## config.mk

```make
export PLATFORM = sky130hd
export DESIGN_NAME = fetch_ctrl
export DESIGN_NICKNAME = d
export VERILOG_FILES = /design/src/rtl/fetch_ctrl.sv
export SDC_FILE = /design/constraint.sdc
export NUM_CORES = 1
export LEC_CHECK = 0
export ABC_AREA = 1
export CAP_MARGIN = 25
export CORE_UTILIZATION = 40
export CTS_BUF_LIST = sky130_fd_sc_hd__clkbuf_16
export DETAILED_ROUTE_END_ITERATION = 10
export GPL_ROUTABILITY_DRIVEN = 0
export GPL_TIMING_DRIVEN = 0
export HOLD_SLACK_MARGIN = 0.1
export PLACE_DENSITY = 0.86
export REMOVE_ABC_BUFFERS = 1
export SETUP_SLACK_MARGIN = 0.15
export SLEW_MARGIN = 10
export SYNTH_ARGS = -nofsm -noshare
export SYNTH_HDL_FRONTEND = slang
export SYNTH_SLANG_ARGS = --single-unit
```

## constraint.sdc

```tcl
create_clock -name clk -period 3.7 [get_ports clk]
set_input_delay 0.74 -clock clk [delete_from_list [all_inputs] [get_ports clk]]
set_output_delay 0.74 -clock clk [all_outputs]
set_load 0.005 [all_outputs]
```

## src/rtl/fetch_ctrl.sv

```systemverilog
// fetch_ctrl: fetch sequencer for the pipelined MIPS core.
// Drives the PC register's hold (pc_we) and next-PC (npc) inputs: loads the
// reset vector after reset, advances sequentially, applies branch/jump
// redirects, holds on hazard stalls or instruction-memory wait states, and
// buffers a redirect that arrives while the PC is held so it is applied on
// release. A watchdog declares a sticky error if instruction memory stays
// not-ready for TIMEOUT consecutive cycles.
module fetch_ctrl #(
    parameter logic [31:0] RESET_VECTOR = 32'h0000_3000,
    parameter int          TIMEOUT      = 16,
    parameter int          CNT_W        = 5
) (
    input  logic        clk,
    input  logic        rst_n,
    input  logic [31:0] pc,
    input  logic [31:0] pc_next,
    input  logic        stall,
    input  logic        br_taken,
    input  logic [31:0] br_target,
    input  logic        jmp_valid,
    input  logic [31:0] jmp_target,
    input  logic        im_ready,
    output logic        im_req,
    output logic [31:0] npc,
    output logic        pc_we,
    output logic        im_err,
    output logic        busy
);

    typedef enum logic [1:0] {
        ST_BOOT = 2'd0,
        ST_RUN  = 2'd1,
        ST_ERR  = 2'd2
    } state_t;

    // Last count value before the watchdog trips; ERR is entered from here,
    // so the counter can never wrap.
    localparam logic [CNT_W-1:0] CNT_LAST = CNT_W'(TIMEOUT - 1);

    state_t           state_reg,       state_next;
    logic             pend_valid_reg,  pend_valid_next;
    logic [31:0]      pend_target_reg, pend_target_next;
    logic [CNT_W-1:0] cnt_reg,         cnt_next;
    logic             im_err_reg,      im_err_next;

    logic        rv;
    logic [31:0] rt;
    logic        hold;
    logic [31:0] npc_raw;
    logic        pc_we_c;
    logic        im_req_c;

    // Redirect merge: a jump takes priority over a taken branch.
    assign rv   = jmp_valid | br_taken;
    assign rt   = jmp_valid ? jmp_target : br_target;
    assign hold = stall | ~im_ready;

    // State, pending-redirect buffer, watchdog counter and sticky error.
    always_ff @(posedge clk or negedge rst_n) begin
        if (!rst_n) begin
            state_reg       <= ST_BOOT;
            pend_valid_reg  <= 1'b0;
            pend_target_reg <= 32'h0;
            cnt_reg         <= '0;
            im_err_reg      <= 1'b0;
        end else begin
            state_reg       <= state_next;
            pend_valid_reg  <= pend_valid_next;
            pend_target_reg <= pend_target_next;
            cnt_reg         <= cnt_next;
            im_err_reg      <= im_err_next;
        end
    end

    // Next-state logic and PC-register control outputs.
    always_comb begin
        state_next       = state_reg;
        pend_valid_next  = pend_valid_reg;
        pend_target_next = pend_target_reg;
        cnt_next         = cnt_reg;
        im_err_next      = im_err_reg;
        npc_raw          = pc;
        pc_we_c          = 1'b1;
        im_req_c         = 1'b0;

        case (state_reg)
            ST_BOOT: begin
                npc_raw          = RESET_VECTOR;
                pc_we_c          = 1'b0;
                state_next       = ST_RUN;
                pend_valid_next  = 1'b0;
                pend_target_next = 32'h0;
                cnt_next         = '0;
            end

            ST_RUN: begin
                im_req_c = 1'b1;
                if (hold) begin
                    // PC frozen; npc kept stable at the current PC.
                    pc_we_c = 1'b1;
                    npc_raw = pc;
                    if (rv) begin
                        // Newest redirect wins over any older buffered one.
                        pend_valid_next  = 1'b1;
                        pend_target_next = rt;
                    end
                end else begin
                    pc_we_c = 1'b0;
                    if (rv) begin
                        npc_raw = rt;
                    end else if (pend_valid_reg) begin
                        npc_raw = pend_target_reg;
                    end else begin
                        npc_raw = pc_next;
                    end
                    pend_valid_next = 1'b0;
                end

                // Watchdog counts only memory wait cycles, not stalls.
                if (!im_ready) begin
                    if (cnt_reg == CNT_LAST) begin
                        state_next  = ST_ERR;
                        im_err_next = 1'b1;
                    end else begin
                        cnt_next = cnt_reg + 1'b1;
                    end
                end else begin
                    cnt_next = '0;
                end
            end

            ST_ERR: begin
                // Dead until reset: PC held, no fetches, error asserted.
                pc_we_c     = 1'b1;
                im_req_c    = 1'b0;
                im_err_next = 1'b1;
            end

            default: begin
                // Unused encoding: restart the boot sequence.
                state_next = ST_BOOT;
            end
        endcase
    end

    // Word alignment: upper bits pass through, the low two are tied off so a
    // misaligned target is truncated to its word.
    genvar gi;
    generate
        for (gi = 2; gi < 32; gi++) begin : g_npc_bit
            assign npc[gi] = npc_raw[gi];
        end
    endgenerate
    assign npc[1:0] = 2'b00;

    logic unused_npc_low;
    assign unused_npc_low = ^npc_raw[1:0];

    assign pc_we  = pc_we_c;
    assign busy   = pc_we_c;
    assign im_req = im_req_c;
    assign im_err = im_err_reg;

endmodule

```

==> results of run 1 <==
==> through the flow <==
step                hold slack [ns]  area, um2
floorplan                     0.442       2810
global placement              0.454       4530
detailed placement            0.458       4640
CTS                           0.429       4810
global route                  0.458       4900
finish                        0.410       4900
==> layer usage <==
layer | vias up | GRT usage [%] | share of wire [%]
met5 | - | 0 | 0
met2 | 168 | 49.9 | 50
met4 | 0 | 9.97 | 2.8
li1 | 1914 | - | -
met1 | 1734 | 29.7 | 40
met3 | 26 | 5.41 | 7.1
==> synth_stat cells <==
master / n / area share (%)
nand4_1: 1 / 0.21
clkbuf_1: 15 / 1.9
nor3_1: 1 / 0.17
buf_4: 8 / 2.0
dfrtp_1: 39 / 33
o21ai_1: 28 / 4.7
inv_2: 1 / 0.13
nor2_2: 1 / 0.21
nor2_1: 33 / 4.2
nand3_1: 35 / 5.9
buf_2: 10 / 1.7
inv_1: 23 / 2.9
ha_1: 2 / 0.84
conb_1: 1 / 0.13
nand2_1: 326 / 41
o21ai_0: 7 / 1.2
==> final cells by class <==
type | count | area [um2] | area share (%)
Clock inverter | 3 | 11.3 | 0.230
Clock buffer | 5 | 125 | 2.55
Timing Repair inverter | 1 | 7.51 | 0.153
Timing Repair Buffer | 170 | 1770 | 36.1
Multi-Input combinational cell | 438 | 1790 | 36.5
Tap cell | 99 | 124 | 2.53
Inverter | 24 | 96.3 | 1.97
Sequential cell | 39 | 977 | 19.9
==> critical path: cells and delay by family (launching register included) <==
| family | cells | cell delay, ns |
|---|---|---|
| buffers and inverters | 3 | 1.16 |
| DFF | 1 | 0.83 |
| and+or+nand+nor | 4 | 0.39 |
==> how the worst min path moves through the flow <==
stage / startpoint / cells after the start / to / slack, ns
after global placement: pend_target_reg[31]$_DFFE_PN0P_ / 2 / pend_target_reg[31]$_DFFE_PN0P_ / 0.45
after CTS: rst_n / 1 / pend_target_reg[18]$_DFFE_PN0P_ / 0.43
after floorplan: rst_n / 0 / cnt_reg[0]$_DFFE_PN0P_ / 0.44
final: rst_n / 1 / pend_target_reg[18]$_DFFE_PN0P_ / 0.41
after global routing: rst_n / 1 / state_reg[1]$_DFFE_PN0P_ / 0.46
after detailed placement: pend_target_reg[31]$_DFFE_PN0P_ / 2 / pend_target_reg[31]$_DFFE_PN0P_ / 0.46
==> what timing repair did <==
action / in CTS / in global routing
gates cloned: 3 / 0
pin swaps: 1 / 3
buffers inserted: 0 / 5
gates resized for setup: 8 / 4
setup endpoints to repair: 30 / 28
==> cells by family (layout without fill, tap and decap cells) <==
| family | Yosys count | count (layout) |
|---|---|---|
| simple gates | 397 | 399 |
| compound gates | 35 | 35 |
| buf+inv | 57 | 203 |
| fa+ha+maj | 2 | 2 |
| other cells | 1 | 2 |
| flops | 39 | 39 |
==> cell usage in the layout, fill, tap and decap left out, types with 2 or more instances in the layout <==
| cell type | n |
|---|---|
| buf_12 | 3 |
| buf_16 | 2 |
| buf_4 | 3 |
| buf_8 | 3 |
| clkbuf_16 | 5 |
| clkdlybuf4s50_1 | 157 |
| clkinv_1 | 2 |
| clkinvlp_4 | 2 |
| conb_1 | 2 |
| dfrtp_1 | 38 |
| ha_1 | 2 |
| inv_1 | 23 |
| nand2_1 | 324 |
| nand3_1 | 35 |
| nor2_1 | 31 |
| nor2_2 | 2 |
| nor2_4 | 3 |
| o21ai_0 | 7 |
| o21ai_1 | 28 |
==> where the power goes <==
group          total, mW  internal [mW]  switching (mW)
Combinational      0.472          0.261           0.211
Clock              0.407          0.243           0.164
Sequential         0.508          0.472          0.0365
Total               1.39          0.976           0.411
==> summary.md, run 1 <==
| Metric | Value |
|---|---|
| DR pass1 iterations | `7` |
| Minimum clock period | `3.39 ns` |
| CP max stage delay | `0.83 ns` |
| Fin util | `68.0%` |
| Grt ovf | `0` |
| Ports | `170` |
| Via/cell ratio | `4.93` |
| CP arrival | `2.65 ns` |
| Cells after DPL | `762` |
| Hold Fails Final Rpt | `0` |
| Critical path startpoint | `pend_valid_reg$_DFFE_PN0P_` |
| Vias in the first global route | `3582` |
| Detailed-route via count | `3842` |
| Pwr Density | `283 nW/um2` |
| Worst relative slew slack | `52.6%` |
| Core Footprint | `7210 um2` |
| Unrepaired setup endpoints after global routing | `false` |
| Worst Skew | `0.00913 ns` |
| Slew Limit Fails | `0` |
| First-pass GRT wire length | `16100 um` |
| Seq/Total Area, Yosys | `32.8%` |
| Total CTS buffers | `5` |
| Placement Setup Slack | `-0.453 ns` |
| Endpoints failing setup | `0` |
| CTS Root Cell | `clkbuf_16` |
| Area delta synth->final | `64.7%` |
| CTS tree | `done` |
| Ant diodes | `0` |
| DRC viols | `0` |
| Mapped Cells | `531` |
| Largest family of logic cells by synthesized area | `simple AND/OR/NAND/NOR gates` |
| Hold/Removal Path Class | `in -> async` |
| Layout cells sized above 1 | `4.26%` |
| Post-Syn Area | `2980 um2` |
| Antenna-violating nets left | `0` |
| Hpwl dp | `7130 um` |
| Status | `finished, final reports clean` |
| Net count, final | `815` |
| Total Wirelength | `10500 um` |
| Die area | `7790 um2` |
| CTS Buffer Depth | `2` |
| Mux cell area share after synthesis | `0%` |
| Worst reg-to-reg path cell count | `6` |
| End point of the critical path | `npc[12]` |
| Num Clock Sinks | `39` |
| CP Class | `reg -> out` |
| Port Buffers | `159` |
| Largest net degree at the start of global routing | `39` |
| Max reg flops | `30` |
| Simple-gate portion of the synthesized area | `51.7%` |
| Tot GR Track Use | `26.7%` |
| Hold Buf Count CTS | `0` |
| Clk_lat worst skew | `0.28 ns` |
| Crit Path Max Fanout | `32` |
| Initial DRC Count | `169` |
| Max_cap viols | `0` |
| Maximum VDD drop | `0.000171 V` |
| Critical path's slowest cell | `dfrtp_2` |
| H-tree levels | `2` |
| Warnings from Yosys | `0` |
| Total power | `1.39 mW` |
| Fin crit share | `91.7%` |
| Worst path cell trace | `clkinvlp_4 > nand2_1 > nand3_1 > nand3_1 > nand2_1 > inv_1 > clkdlybuf4s50_1` |
| Xor/xnor share of the synthesized area | `0%` |
| Filler instances | `639` |
| Static leakage power | `2.42 nW` |
| Starting Density | `41.3%` |
| CP required | `2.96 ns` |
| Crit Reg-Reg Endpoint | `pend_target_reg[19]$_DFFE_PN0P_` |
| Synth Register Bits | `39` |
| Setup ws final | `0.306 ns` |
| Reg-to-reg slack, setup | `1.71 ns` |
| Startpoint types | `register` |
| Post-synthesis adder-cell area fraction | `0.841%` |
| Worst slew pin tran | `0.711 ns` |
| Die height | `88.3 um` |
| Finished Layout Cells | `779` |
| Compound-gate portion of the synthesized area | `5.88%` |
| Reg2reg start | `state_reg[1]$_DFFE_PN0P_` |
| Crit path capture type | `output pin` |
| Clock transition at path regs | `0.06 ns` |
| Row cnt | `31` |
| Setup_tns | `0 ns` |
| Die width | `88.3 um` |
| Avg Inst Size Synth | `5.61 um2` |
| Initial antenna violation count | `0` |
| Wirelength per Cell | `13.4 um` |
| F_max | `295 MHz` |
| Synth cell types | `16` |
Note: power is estimated with default switching activity, not from simulation.
==> run 2: changes to the inputs <==
--- a/config.mk
+++ b/config.mk
@@ -13,10 +13,11 @@
 export GPL_ROUTABILITY_DRIVEN = 0
 export GPL_TIMING_DRIVEN = 0
 export HOLD_SLACK_MARGIN = 0.1
-export PLACE_DENSITY = 0.86
+export PLACE_DENSITY = 0.84
 export REMOVE_ABC_BUFFERS = 1
 export SETUP_SLACK_MARGIN = 0.15
 export SLEW_MARGIN = 10
 export SYNTH_ARGS = -nofsm -noshare
 export SYNTH_HDL_FRONTEND = slang
 export SYNTH_SLANG_ARGS = --single-unit
+export TNS_END_PERCENT = 1
==> summary.md, run 2 (synthesis gave the netlist of run 1 again) <==
| Metric | Value |
|---|---|
| Die width | `88.3 um (unchanged)` |
| CTS tree | `done` |
| Detailed-route via count | `3794 (-1.2%)` |
| Slew Limit Fails | `0 (unchanged)` |
| Clock transition at path regs | `0.06 ns (about the same)` |
| Total Wirelength | `9960 um (-4.8%)` |
| Worst relative slew slack | `55.1% (+2.5 points)` |
| DRC viols | `0 (unchanged)` |
| Reg-to-reg slack, setup | `1.77 ns (+0.06 ns)` |
| Core Footprint | `7210 um2 (unchanged)` |
| Unrepaired setup endpoints after global routing | `true` |
| Hold/Removal Path Class | `in -> async` |
| Num Clock Sinks | `39 (unchanged)` |
| First-pass GRT wire length | `15700 um (-2.4%)` |
| Grt ovf | `0 (unchanged)` |
| Clk_lat worst skew | `0.28 ns (about the same)` |
| Max reg flops | `30 (unchanged)` |
| Vias in the first global route | `3540 (-1.2%)` |
| Crit Path Max Fanout | `19 (-41%)` |
| CP required | `2.96 ns (about the same)` |
| Internal power | `1.05 mW (+8.0%)` |
| Maximum VDD drop | `0.000196 V (+14%)` |
| H-tree levels | `2 (unchanged)` |
| Total power | `1.47 mW (+6.1%)` |
| Commonest non-fill, non-tap cell in the layout | `nand2_1` |
| Ant diodes | `0 (unchanged)` |
| Tot GR Track Use | `25.9% (-0.79 points)` |
| Wirelength per Cell | `12.8 um (-4.3%)` |
| Sw frac | `28.4% (-1.3 points)` |
| Worst Skew | `0.00466 ns (-0.00447 ns)` |
| Sequential power share | `34.4% (-2.2 points)` |
| Crit path capture type | `output pin` |
| Psw | `417 uW (+1.5%)` |
| Max_cap viols | `0 (unchanged)` |
| F_max | `281 MHz (-4.5%)` |
| Hold Buf Count CTS | `0 (unchanged)` |
| CP Class | `in -> out` |
| Area delta synth->final | `64.6% (about the same)` |
| Static leakage power | `2.43 nW (+0.32%)` |
| CTS Buffer Depth | `2 (unchanged)` |
| Fin crit share | `96.0% (+4.3 points)` |
| Die height | `88.3 um (unchanged)` |
| Row cnt | `31 (unchanged)` |
| CTS Root Cell | `clkbuf_16` |
| Net count, final | `811 (-0.49%)` |
| Finished Layout Cells | `775 (-0.51%)` |
| Via/cell ratio | `4.90 (-0.74%)` |
| Startpoint types | `input port` |
| Antenna-violating nets left | `0 (unchanged)` |
| Filler instances | `619 (-3.1%)` |
| Logic pwr share | `31.8% (-2.2 points)` |
| Cells after DPL | `763 (+0.13%)` |
| Initial DRC Count | `181 (+7.1%)` |
| Clock share of power | `33.8% (+4.5 points)` |
| DR pass1 iterations | `5 (-2)` |
| Die area | `7790 um2 (unchanged)` |
| Hold Fails Final Rpt | `0 (unchanged)` |
| Port Buffers | `159 (unchanged)` |
| Setup_tns | `0 ns (unchanged)` |
| Initial antenna violation count | `0 (unchanged)` |
| Minimum clock period | `3.55 ns (+0.160 ns)` |
| CP arrival | `2.81 ns (+0.16 ns)` |
| Pwr Density | `300 nW/um2 (+6.1%)` |
| Most frequent cells in the layout | `nand2_1 (325), clkdlybuf4s50_1 (157), dfrtp_1 (38)` |
| Hpwl dp | `6880 um (-3.5%)` |
| Ports | `170 (unchanged)` |
| Worst slew pin tran | `0.673 ns (-0.0381 ns)` |
| Total CTS buffers | `5 (unchanged)` |
| Endpoints failing setup | `0 (unchanged)` |
| Layout cells sized above 1 | `3.85% (-0.42 points)` |
| Status | `finished, final reports clean` |
| Largest net degree at the start of global routing | `35 (-10%)` |
| Starting Density | `41.3% (unchanged)` |
| Hold slack | `0.289 ns (-0.121 ns)` |
## run 2: power by group through the flow
| stage | logic, mW | clock network, mW | registers [mW] |
|---|---|---|---|
| 6_report | 0.468 | 0.497 | 0.505 |
| 5_1_grt | 0.524 | 0.531 | 0.511 |
| 4_1_cts | 0.466 | 0.510 | 0.505 |
| 3_5_place_dp | 0.459 | 0 | 0.512 |
| 3_3_place_gp | 0.432 | 0 | 0.510 |
| 2_1_floorplan | 0.189 | 0 | 0.503 |
## run 2: final cells by class
cell class                 count  area, um2  share of cell area [%]
clock buffer                   5        125                    2.55
clock inverter                 3       47.5                   0.971
inverter                      24       92.6                    1.89
multi-input combinational    438       1780                    36.4
sequential                    39        977                    19.9
tap                           99        124                    2.53
timing repair buffer         167       1750                    35.7
## run 2: timing repair
action                     4_1_cts  5_1_grt
pin swaps                        2        1
hold endpoints to repair         0        0
setup endpoints to repair       32       30
gates cloned                     2        0
setup buffers                    0        1
gates resized for setup          5        2
## run 2: path summary, 6_finish.rpt
path	start	end	depth (start not counted)
max	im_ready	npc[15]	8
min	rst_n	im_err$_DFFE_PN0P_	1
max reg2reg	state_reg[1]$_DFFE_PN0P_	pend_target_reg[25]$_DFFE_PN0P_	6
min reg2reg	pend_target_reg[3]$_DFFE_PN0P_	pend_target_reg[3]$_DFFE_PN0P_	2
max in group asynchronous	rst_n	pend_valid_reg$_DFFE_PN0P_	2
min in group clk	pend_target_reg[3]$_DFFE_PN0P_	pend_target_reg[3]$_DFFE_PN0P_	2
## run 2: layer usage
metal | vias up | part of all wire (%) | GRT usage (%)
met2 | 175 | 51 | 48.3
met4 | 0 | 2.5 | 9.68
met5 | - | 0 | 0
li1 | 1907 | - | -
met1 | 1690 | 38 | 29.0
met3 | 22 | 8.4 | 5.13
## run 2: critical path: stages
cell and delay [ns]:
clkdlybuf4s50_1 0.48, nand2_1 0.28, nand2_1 0.11, nand2_2 0.31, buf_16 0.20, nand2_1 0.07
o21ai_1 0.07, clkdlybuf4s50_1 0.55
## run 2: stage by stage
step	utilization, %	setup slack (ns)	area [um2]
2_1_floorplan	-	0.00439	2810
3_3_place_gp	62.8	-2.79	4530
3_5_place_dp	64.8	-0.343	4670
4_1_cts	67.5	0.142	4870
5_1_grt	67.9	0.0622	4900
6_report	67.9	0.147	4900
==> run 3: changes to the inputs <==
--- a/config.mk
+++ b/config.mk
@@ -6,6 +6,7 @@
 export NUM_CORES = 1
 export LEC_CHECK = 0
 export ABC_AREA = 1
+export ABC_CLOCK_PERIOD_IN_PS = 3700
 export CAP_MARGIN = 25
 export CORE_UTILIZATION = 40
 export CTS_BUF_LIST = sky130_fd_sc_hd__clkbuf_16
@@ -16,6 +17,7 @@
 export PLACE_DENSITY = 0.84
 export REMOVE_ABC_BUFFERS = 1
 export SETUP_SLACK_MARGIN = 0.15
+export SKIP_LAST_GASP = 1
 export SLEW_MARGIN = 10
 export SYNTH_ARGS = -nofsm -noshare
 export SYNTH_HDL_FRONTEND = slang
==> results of run 3 <==
No change in the layout: final DEF, timing and power equal those of run 2.
